## config.mk

```make
export PLATFORM = sky130hd
export DESIGN_NAME = gf180mcu_osu_sc_9t_cell_bist
export DESIGN_NICKNAME = d
export VERILOG_FILES = /design/src/rtl/gf180mcu_osu_sc_cell_bist_pkg.sv /design/src/rtl/gf180mcu_osu_sc_cell_bist_misr.sv /design/src/rtl/gf180mcu_osu_sc_9t_cell_bist.sv
export SDC_FILE = /design/constraint.sdc
export NUM_CORES = 1
export LEC_CHECK = 0
export ABC_AREA = 1
export ABC_CLOCK_PERIOD_IN_PS = 4400
export CORE_MARGIN = 1
export CORE_UTILIZATION = 55
export CTS_CLUSTER_SIZE = 14
export DETAILED_ROUTE_END_ITERATION = 6
export HOLD_SLACK_MARGIN = 0.12
export PLACE_DENSITY = 0.85
export SLEW_MARGIN = 20
export SYNTH_ARGS = -nofsm -noshare
export SYNTH_HDL_FRONTEND = slang
export SYNTH_SLANG_ARGS = --single-unit
```

## constraint.sdc

```tcl
create_clock -name CLK -period 4.4 [get_ports CLK]
set_clock_uncertainty 0.2 [all_clocks]
set_input_delay 0.88 -clock CLK [delete_from_list [all_inputs] [get_ports CLK]]
set_output_delay 0.88 -clock CLK [all_outputs]
set_load 0.005 [all_outputs]
```

## src/rtl/gf180mcu_osu_sc_cell_bist_pkg.sv

```systemverilog
// Shared definitions for the 4-input AOI31/OAI31 cell BIST.
//   - bist_state_e : controller states (IDLE, SETTLE, CAPTURE, DONE)
//   - FUNC_AOI31 / FUNC_OAI31 : golden-model selectors
//   - MISR_POLY / MISR_SEED   : signature register polynomial taps and seed
//   - exp_val(func, vec)      : expected cell output for vec = {B,A2,A1,A0}
package gf180mcu_osu_sc_cell_bist_pkg;

    typedef enum logic [1:0] {
        S_IDLE    = 2'd0,
        S_SETTLE  = 2'd1,
        S_CAPTURE = 2'd2,
        S_DONE    = 2'd3
    } bist_state_e;

    localparam int FUNC_AOI31 = 0;
    localparam int FUNC_OAI31 = 1;

    // x^16 + x^12 + x^5 + 1 : the x^16 term is implied by the shift-out.
    localparam logic [15:0] MISR_POLY = 16'h1021;
    localparam logic [15:0] MISR_SEED = 16'hFFFF;

    function automatic logic exp_val(input int func, input logic [3:0] vec);
        logic a0, a1, a2, b;
        {b, a2, a1, a0} = vec;
        if (func == FUNC_OAI31) begin
            return ~((a0 | a1 | a2) & b);
        end
        return ~((a0 & a1 & a2) | b);
    endfunction

endpackage

```

## src/rtl/gf180mcu_osu_sc_cell_bist_misr.sv

```systemverilog
// 16-bit serial-input signature register for the cell BIST.
// Ports:
//   clk, rst_n : clock and asynchronous active-low reset (signature clears to 0)
//   load       : load MISR_SEED (takes priority over en)
//   en         : shift din into the signature this cycle
//   din        : serial data (sampled cell response)
//   sig        : current signature
module gf180mcu_osu_sc_cell_bist_misr
    import gf180mcu_osu_sc_cell_bist_pkg::*;
(
    input  logic        clk,
    input  logic        rst_n,
    input  logic        load,
    input  logic        en,
    input  logic        din,
    output logic [15:0] sig
);

    logic [15:0] sig_q, sig_d;
    logic        fb;

    always_comb begin
        sig_d = sig_q;
        fb    = sig_q[15] ^ din;
        if (load) begin
            sig_d = MISR_SEED;
        end else if (en) begin
            sig_d = {sig_q[14:0], 1'b0} ^ (fb ? MISR_POLY : 16'h0000);
        end
    end

    always_ff @(posedge clk or negedge rst_n) begin
        if (!rst_n) begin
            sig_q <= 16'h0000;
        end else begin
            sig_q <= sig_d;
        end
    end

    assign sig = sig_q;

endmodule

```

## src/rtl/gf180mcu_osu_sc_9t_cell_bist.sv

```systemverilog
// Exhaustive BIST driver/checker for a 4-input AOI31/OAI31 cell.
// Sweeps all 16 input vectors NUM_PASSES times, holding each vector for
// SETTLE_CYCLES cycles before sampling the cell output in a one-cycle CAPTURE
// and comparing it with the built-in golden model.
// Optional feature: define GF180_CELL_BIST_MISR_EN to compact every captured
// response into a 16-bit MISR; otherwise signature is tied to 0.
// Ports:
//   CLK, RN        : clock (rising edge), asynchronous active-low reset
//   start          : single-cycle run request, ignored while busy
//   stim           : {B,A2,A1,A0} driven to the cell under test
//   resp           : cell output Y
//   busy / done    : run in progress / run complete (held until next start)
//   pass           : valid with done, 1 = no mismatches
//   err_cnt        : saturating mismatch count
//   fail_valid     : at least one mismatch this run
//   first_fail_vec : stim value of the first mismatch
//   signature      : MISR signature
module gf180mcu_osu_sc_9t_cell_bist
    import gf180mcu_osu_sc_cell_bist_pkg::*;
#(
    parameter int SETTLE_CYCLES = 3,
    parameter int NUM_PASSES    = 1,
    parameter int FUNC          = FUNC_AOI31
) (
    input  logic        CLK,
    input  logic        RN,
    input  logic        start,
    output logic [3:0]  stim,
    input  logic        resp,
    output logic        busy,
    output logic        done,
    output logic        pass,
    output logic [7:0]  err_cnt,
    output logic        fail_valid,
    output logic [3:0]  first_fail_vec,
    output logic [15:0] signature
);

    localparam int SW          = (SETTLE_CYCLES > 1) ? $clog2(SETTLE_CYCLES) : 1;
    localparam int SETTLE_LAST = (SETTLE_CYCLES > 0) ? SETTLE_CYCLES - 1 : 0;
    // With no settle time the controller goes straight from vector to vector.
    localparam bist_state_e VEC_STATE = (SETTLE_CYCLES == 0) ? S_CAPTURE : S_SETTLE;

    bist_state_e   state_q, state_d;
    logic [3:0]    vec_q, vec_d;
    logic [7:0]    pass_cnt_q, pass_cnt_d;
    logic [SW-1:0] settle_cnt_q, settle_cnt_d;
    logic [7:0]    err_cnt_q, err_cnt_d;
    logic          fail_valid_q, fail_valid_d;
    logic [3:0]    first_fail_vec_q, first_fail_vec_d;
    logic          start_accept;
    logic          capture;
    logic          mismatch;

    assign start_accept = start && ((state_q == S_IDLE) || (state_q == S_DONE));
    assign capture      = (state_q == S_CAPTURE);
    assign mismatch     = capture && (resp != exp_val(FUNC, vec_q));

    // NOTE: every signal written here gets a default first, so no path leaves
    // it unassigned and no latch is inferred.
    always_comb begin
        state_d          = state_q;
        vec_d            = vec_q;
        pass_cnt_d       = pass_cnt_q;
        settle_cnt_d     = settle_cnt_q;
        err_cnt_d        = err_cnt_q;
        fail_valid_d     = fail_valid_q;
        first_fail_vec_d = first_fail_vec_q;

        case (state_q)
            S_IDLE, S_DONE: begin
                if (start_accept) begin
                    state_d          = VEC_STATE;
                    vec_d            = 4'h0;
                    pass_cnt_d       = 8'd0;
                    settle_cnt_d     = '0;
                    err_cnt_d        = 8'd0;
                    fail_valid_d     = 1'b0;
                    first_fail_vec_d = 4'h0;
                end
            end
            S_SETTLE: begin
                if (settle_cnt_q == SW'(SETTLE_LAST)) begin
                    settle_cnt_d = '0;
                    state_d      = S_CAPTURE;
                end else begin
                    settle_cnt_d = settle_cnt_q + SW'(1);
                end
            end
            S_CAPTURE: begin
                if (mismatch) begin
                    if (err_cnt_q != 8'hFF) begin
                        err_cnt_d = err_cnt_q + 8'd1;
                    end
                    if (!fail_valid_q) begin
                        fail_valid_d     = 1'b1;
                        first_fail_vec_d = vec_q;
                    end
                end
                if (vec_q == 4'hF) begin
                    if (pass_cnt_q == 8'(NUM_PASSES - 1)) begin
                        // Last vector of the last pass: stim stays at 4'hF.
                        state_d = S_DONE;
                    end else begin
                        pass_cnt_d = pass_cnt_q + 8'd1;
                        vec_d      = 4'h0;
                        state_d    = VEC_STATE;
                    end
                end else begin
                    vec_d   = vec_q + 4'd1;
                    state_d = VEC_STATE;
                end
            end
            default: state_d = S_IDLE;
        endcase
    end

    // NOTE: sequential state uses non-blocking assignments so every flop
    // updates from pre-edge values, independent of statement order.
    always_ff @(posedge CLK or negedge RN) begin
        if (!RN) begin
            state_q          <= S_IDLE;
            vec_q            <= 4'h0;
            pass_cnt_q       <= 8'd0;
            settle_cnt_q     <= '0;
            err_cnt_q        <= 8'd0;
            fail_valid_q     <= 1'b0;
            first_fail_vec_q <= 4'h0;
        end else begin
            state_q          <= state_d;
            vec_q            <= vec_d;
            pass_cnt_q       <= pass_cnt_d;
            settle_cnt_q     <= settle_cnt_d;
            err_cnt_q        <= err_cnt_d;
            fail_valid_q     <= fail_valid_d;
            first_fail_vec_q <= first_fail_vec_d;
        end
    end

    assign stim           = vec_q;
    assign busy           = (state_q == S_SETTLE) || (state_q == S_CAPTURE);
    assign done           = (state_q == S_DONE);
    assign pass           = done && !fail_valid_q;
    assign err_cnt        = err_cnt_q;
    assign fail_valid     = fail_valid_q;
    assign first_fail_vec = first_fail_vec_q;

`ifdef GF180_CELL_BIST_MISR_EN
    gf180mcu_osu_sc_cell_bist_misr u_misr (
        .clk   (CLK),
        .rst_n (RN),
        .load  (start_accept),
        .en    (capture),
        .din   (resp),
        .sig   (signature)
    );
`else
    assign signature = 16'h0000;
`endif

endmodule

```

Word level (Yosys, flattened, before mapping)
Cells that the tools add are included.
Widths: inputs -> output; s select.
{"block": "word_totals", "regBits": 29, "inputBits": 4}
{"block": "op_classes", "n_addsub": 4, "n_eq_ne": 15, "mux": 25, "n_bitwise": 4, "n_reduce_logical": 18}
{"cell": "$mux 8", "n": 5}
{"cell": "$pmux 8 s2", "n": 2}
{"cell": "$mux 4", "n": 5}
{"cell": "$add 8x1->8 const B", "n": 2}
{"cell": "$pmux 4 s2", "n": 2}
{"cell": "$mux 2", "n": 6}
{"cell": "$reduce_and 4->1", "n": 3}
{"cell": "$logic_not 8->1", "n": 1}
{"cell": "$ne 2x2->1 const B", "n": 4}
{"cell": "$ne 8x8->1 const B", "n": 1}
{"cell": "$eq 2x2->1 const B", "n": 3}
{"cell": "$ne 2x1->1 const B", "n": 3}
{"cell": "$pmux 2 s3", "n": 1}
{"cell": "$reduce_and 3->1", "n": 2}
{"cell": "$add 4x1->4 const B", "n": 1}
{"cell": "$eq 4x4->1 const B", "n": 1}
{"cell": "$pmux 2 s2", "n": 1}
{"cell": "$reduce_and 2->1", "n": 2}
{"cell": "$reduce_bool 2->1", "n": 2}
{"cell": "$logic_and 1x1->1", "n": 3}
{"cell": "$ne 3x3->1 const B", "n": 1}
{"cell": "$add 2x1->2 const B", "n": 1}
{"cell": "$and 1x1->1", "n": 2}
{"cell": "$eq 2x1->1 const B", "n": 1}
{"cell": "9 further kinds", "n": 11}

Logic depth before layout (Yosys ltp)
{"block": "depth", "word_depth": 8, "mapped_depth": 10}

Worst setup path after synthesis
Ideal clock, no wire load.
{"block": "synth_timing", "kind": "register to output", "from": "register state_q[0]", "to": "output port busy", "arrival_ns": 0.849, "t_required_ns": 3.320, "path_slack_ns": 2.471, "path_stages_with_launch": 4, "path_buffers": 0, "path_cell_list": "dfrtp_1 inv_1 ha_1 inv_2"}
{"block": "synth_between", "elab_chain_len": 2, "word_cells_on_any_way": 3}
{"element": "start: declaration", "line": "gf180mcu_osu_sc_9t_cell_bist.sv:44", "rtl": "bist_state_e state_q, state_d;"}
{"element": "start signal: assignment", "line": "gf180mcu_osu_sc_9t_cell_bist.sv:130", "rtl": "state_q <= state_d;"}
{"element": "$eq 2x1->1 / $eq 2x2->1 (equally long branches)", "line": "gf180mcu_osu_sc_9t_cell_bist.sv:141", "rtl": "assign busy = (state_q == S_SETTLE) || (state_q == S_CAPTURE);"}
{"element": "$logic_or 1x1->1 *", "line": "gf180mcu_osu_sc_9t_cell_bist.sv:141"}
{"element": "end: declaration", "line": "gf180mcu_osu_sc_9t_cell_bist.sv:30", "rtl": "output logic busy,"}
Every way passes the cells marked *; elsewhere a longest branch is shown, timed or not.

Worst setup path after layout
Ends and elaborated chain as after synthesis.

==> results.cfg <==
[clocking]
clock_latency_ps = 330
numCtsBuffers = 5
path_clk_slew_ps = 100
clk_path_buf_depth = 2
post-cts-setup-buffers = 0
htreeDepth = 2
cts.repair.resized = 0
cts_tree = done
root_buffer = clkbuf_4
hold_buffers = 0
cts.sinks = 29

[cells_and_area]
drive_gt1_share_pct = 9.655
syn_to_final_growth_pct = 13.37
final_common_cell = nand2_1
register_area_sq_um = 725.7
multi_input_area_sq_um = 993.5
instances_no_fill = 336
diodes = 0
fin_nets = 302
fill_cells = 293
fin_area_sq_um = 2175
final_cell_mix = 91 x nand2_1, 29 x dfrtp_1, 25 x inv_1, 23 x clkdlybuf4s50_1, 22 x nor2_1
finish.utilization_pct = 65.17

[floorplan]
start_util_pct = 57.48
fp.dieW_microns = 61.06
fp.dieArea_sq_um = 3728
num_io_pins = 40
rows = 21
die_h_microns = 61.06
coreArea_sq_um = 3337

[synth]
synthAdderAreaFrac_pct = 5.871
yosysTopAreaCell = dfrtp_1
synth_compound_area_share_pct = 6.262
synth_xor_area_share_pct = 1.826
syn_area_sq_um = 1918
synth-edff-count = 0
ys_async_sr_fraction_pct = 100.0
synth_top_area_share_pct = 37.83
yosysSeqAreaShare_pct = 37.83
syn_inst = 263
yosysUniqueCellTypes = 27
synth-seq-cells = 29
synthTopCellsByArea = dfrtp_1 38%, nand2_1 18%, buf_4 6.3%, ha_1 5.9%, nand3_1 5.0%
ys.flop_type = dfrtp_1
yosys_warnings = 0
synthSimpleGateAreaFrac_pct = 34.70
muxShareOfSynthArea_pct = 0
syn_area_per_cell_sq_um = 7.293
synth_top_family_by_area = simple AND/OR/NAND/NOR gates

[sta]
finalSetupViolCount = 0
fin_crit_sh_pct = 64.44
fin_crit_ps = 2835
final.setup.tns_ps = 0
rsz0062_at_grt = false
setup_slack_ps = 1565
hold_viol_final = 0
maxSlewViolCount = 0
maxSlewHeadroom_pct = 43.70
worstMarginPinSlew_ps = 844.5
whs_ps = 298.5
fmax_mhz = 352.7

[hold_path]
min-delay-start = first_fail_vec[1]$_DFFE_PN0P_
hold_path.class = reg -> reg

[place]
place_congestion = 0.7907
hpwl_microns = 2575
numPortBuffers = 23
postPlaceCellArea_sq_um = 2123
place_inst = 328
place_ws_ps = 1914

[critical_path]
cp.arrival_ps = 1760
start_kind = flip-flop
timing.rr.start = state_q[0]$_DFFE_PN0P_
cp-startpoint = state_q[0]$_DFFE_PN0P_
endpoint_kind = primary output
path_class = reg -> out
cp.required_ps = 3320
critPathMaxFanout = 5

[grt]
grt_use_met1_pct = 27.15
grt_pass1_wl_microns = 6085
grt.total_usage_pct = 22.30
grt_pass1_vias = 1470
use_met2_pct = 36.02
antenna_found_initial = 0
grtUsageMet3_pct = 6.513
grt_max_degree = 30
grt-ovfl-total = 0
top_usage_layer = met2

[run]
timing.max_cap.violations = 0

[power_and_ir_drop]
power_density_nw_per_um2 = 463.1
intPower_uw = 539.6
p_clk_share_pct = 15.6
power_frac_seq_pct = 34.2
p_switching_uw = 467.5
irDropWorstVdd_mv = 0.4010
swShare_pct = 46.42
p_leak_nw = 1.071
finalPower_mw = 1.007
p_comb_share_pct = 50.3

[drt]
drtIter0Drc = 46
ant_nets = 0
drc = 0
firstDrtPassIters = 4
vias_per_cell = 4.902
drt-total-wl_microns = 3563
wl_per_cell_microns = 10.60
via_count = 1647

[status]
status = completed
==> cell usage after synthesis (2+ instances only) <==
library cell  number
inv_1             25
dfrtp_1           29
ha_1               9
nor2_1            22
o21ai_2            2
o21ai_0            4
xor2_1             2
inv_2              4
nand2_2            2
nand3_2            4
nand3_1           19
nand2_1           91
a21oi_1            4
buf_4             16
buf_2              3
nor2_2             2
o21ai_1           11
xnor2_1            2
nor2_4             4
==> logic make-up after synthesis <==
kind of cell	count (synthesis)
simple gates	149
buf+inv	49
flops	29
compound gates	22
fa+ha+maj	9
xor+xnor	4
other cells	1
==> power groups by stage <==
| stage | sequential (mW) | combinational, mW | clock (mW) |
|---|---|---|---|
| after global placement | 0.346 | 0.491 | 0 |
| final | 0.344 | 0.506 | 0.157 |
| after detailed placement | 0.349 | 0.506 | 0 |
| after CTS | 0.344 | 0.510 | 0.163 |
| after global routing | 0.350 | 0.572 | 0.172 |
| after floorplan | 0.340 | 0.394 | 0 |
==> cell type report <==
cell class                 instances  share of cell area (%)
clock buffer                       6                   1.899
clock inverter                     2                  0.4603
inverter                          29                   5.006
multi-input combinational        200                   45.68
sequential                        29                   33.37
tap                               46                   2.647
timing repair buffer              24                   10.93
==> registers in the layout, summed over array words and instances, names as in the netlist <==
signal,count
err_cnt,8
settle_cnt_q,2
stim,4
first_fail_vec,4
state_q,2
fail_valid,1
pass_cnt_q,8
==> critical path: stages (launching register included) <==
cell and delay, ps:
dfrtp_1 430, inv_1 70, ha_1 330, inv_2 100
clkdlybuf4s50_1 500
==> layer usage <==
| metal | up-vias | wire length (microns) |
|---|---|---|
| met5 | - | 0 |
| met4 | 0 | 68 |
| met3 | 8 | 146 |
| met2 | 41 | 1700 |
| met1 | 752 | 1647 |
| li1 | 846 | - |
==> final timing paths <==
check / endpoint / slack [ps] / cells after the start
hold / removal: first_fail_vec[1]$_DFFE_PN0P_ / 300 / 2
min in group asynchronous: err_cnt[6]$_DFFE_PN0P_ / 720 / 2
setup / recovery: busy / 1560 / 4
max in group asynchronous: err_cnt[3]$_DFFE_PN0P_ / 2990 / 2
setup reg to reg: pass_cnt_q[6]$_DFFE_PN0P_ / 1990 / 8
hold reg to reg: first_fail_vec[1]$_DFFE_PN0P_ / 300 / 2
Power figures use the tool's default switching activity.
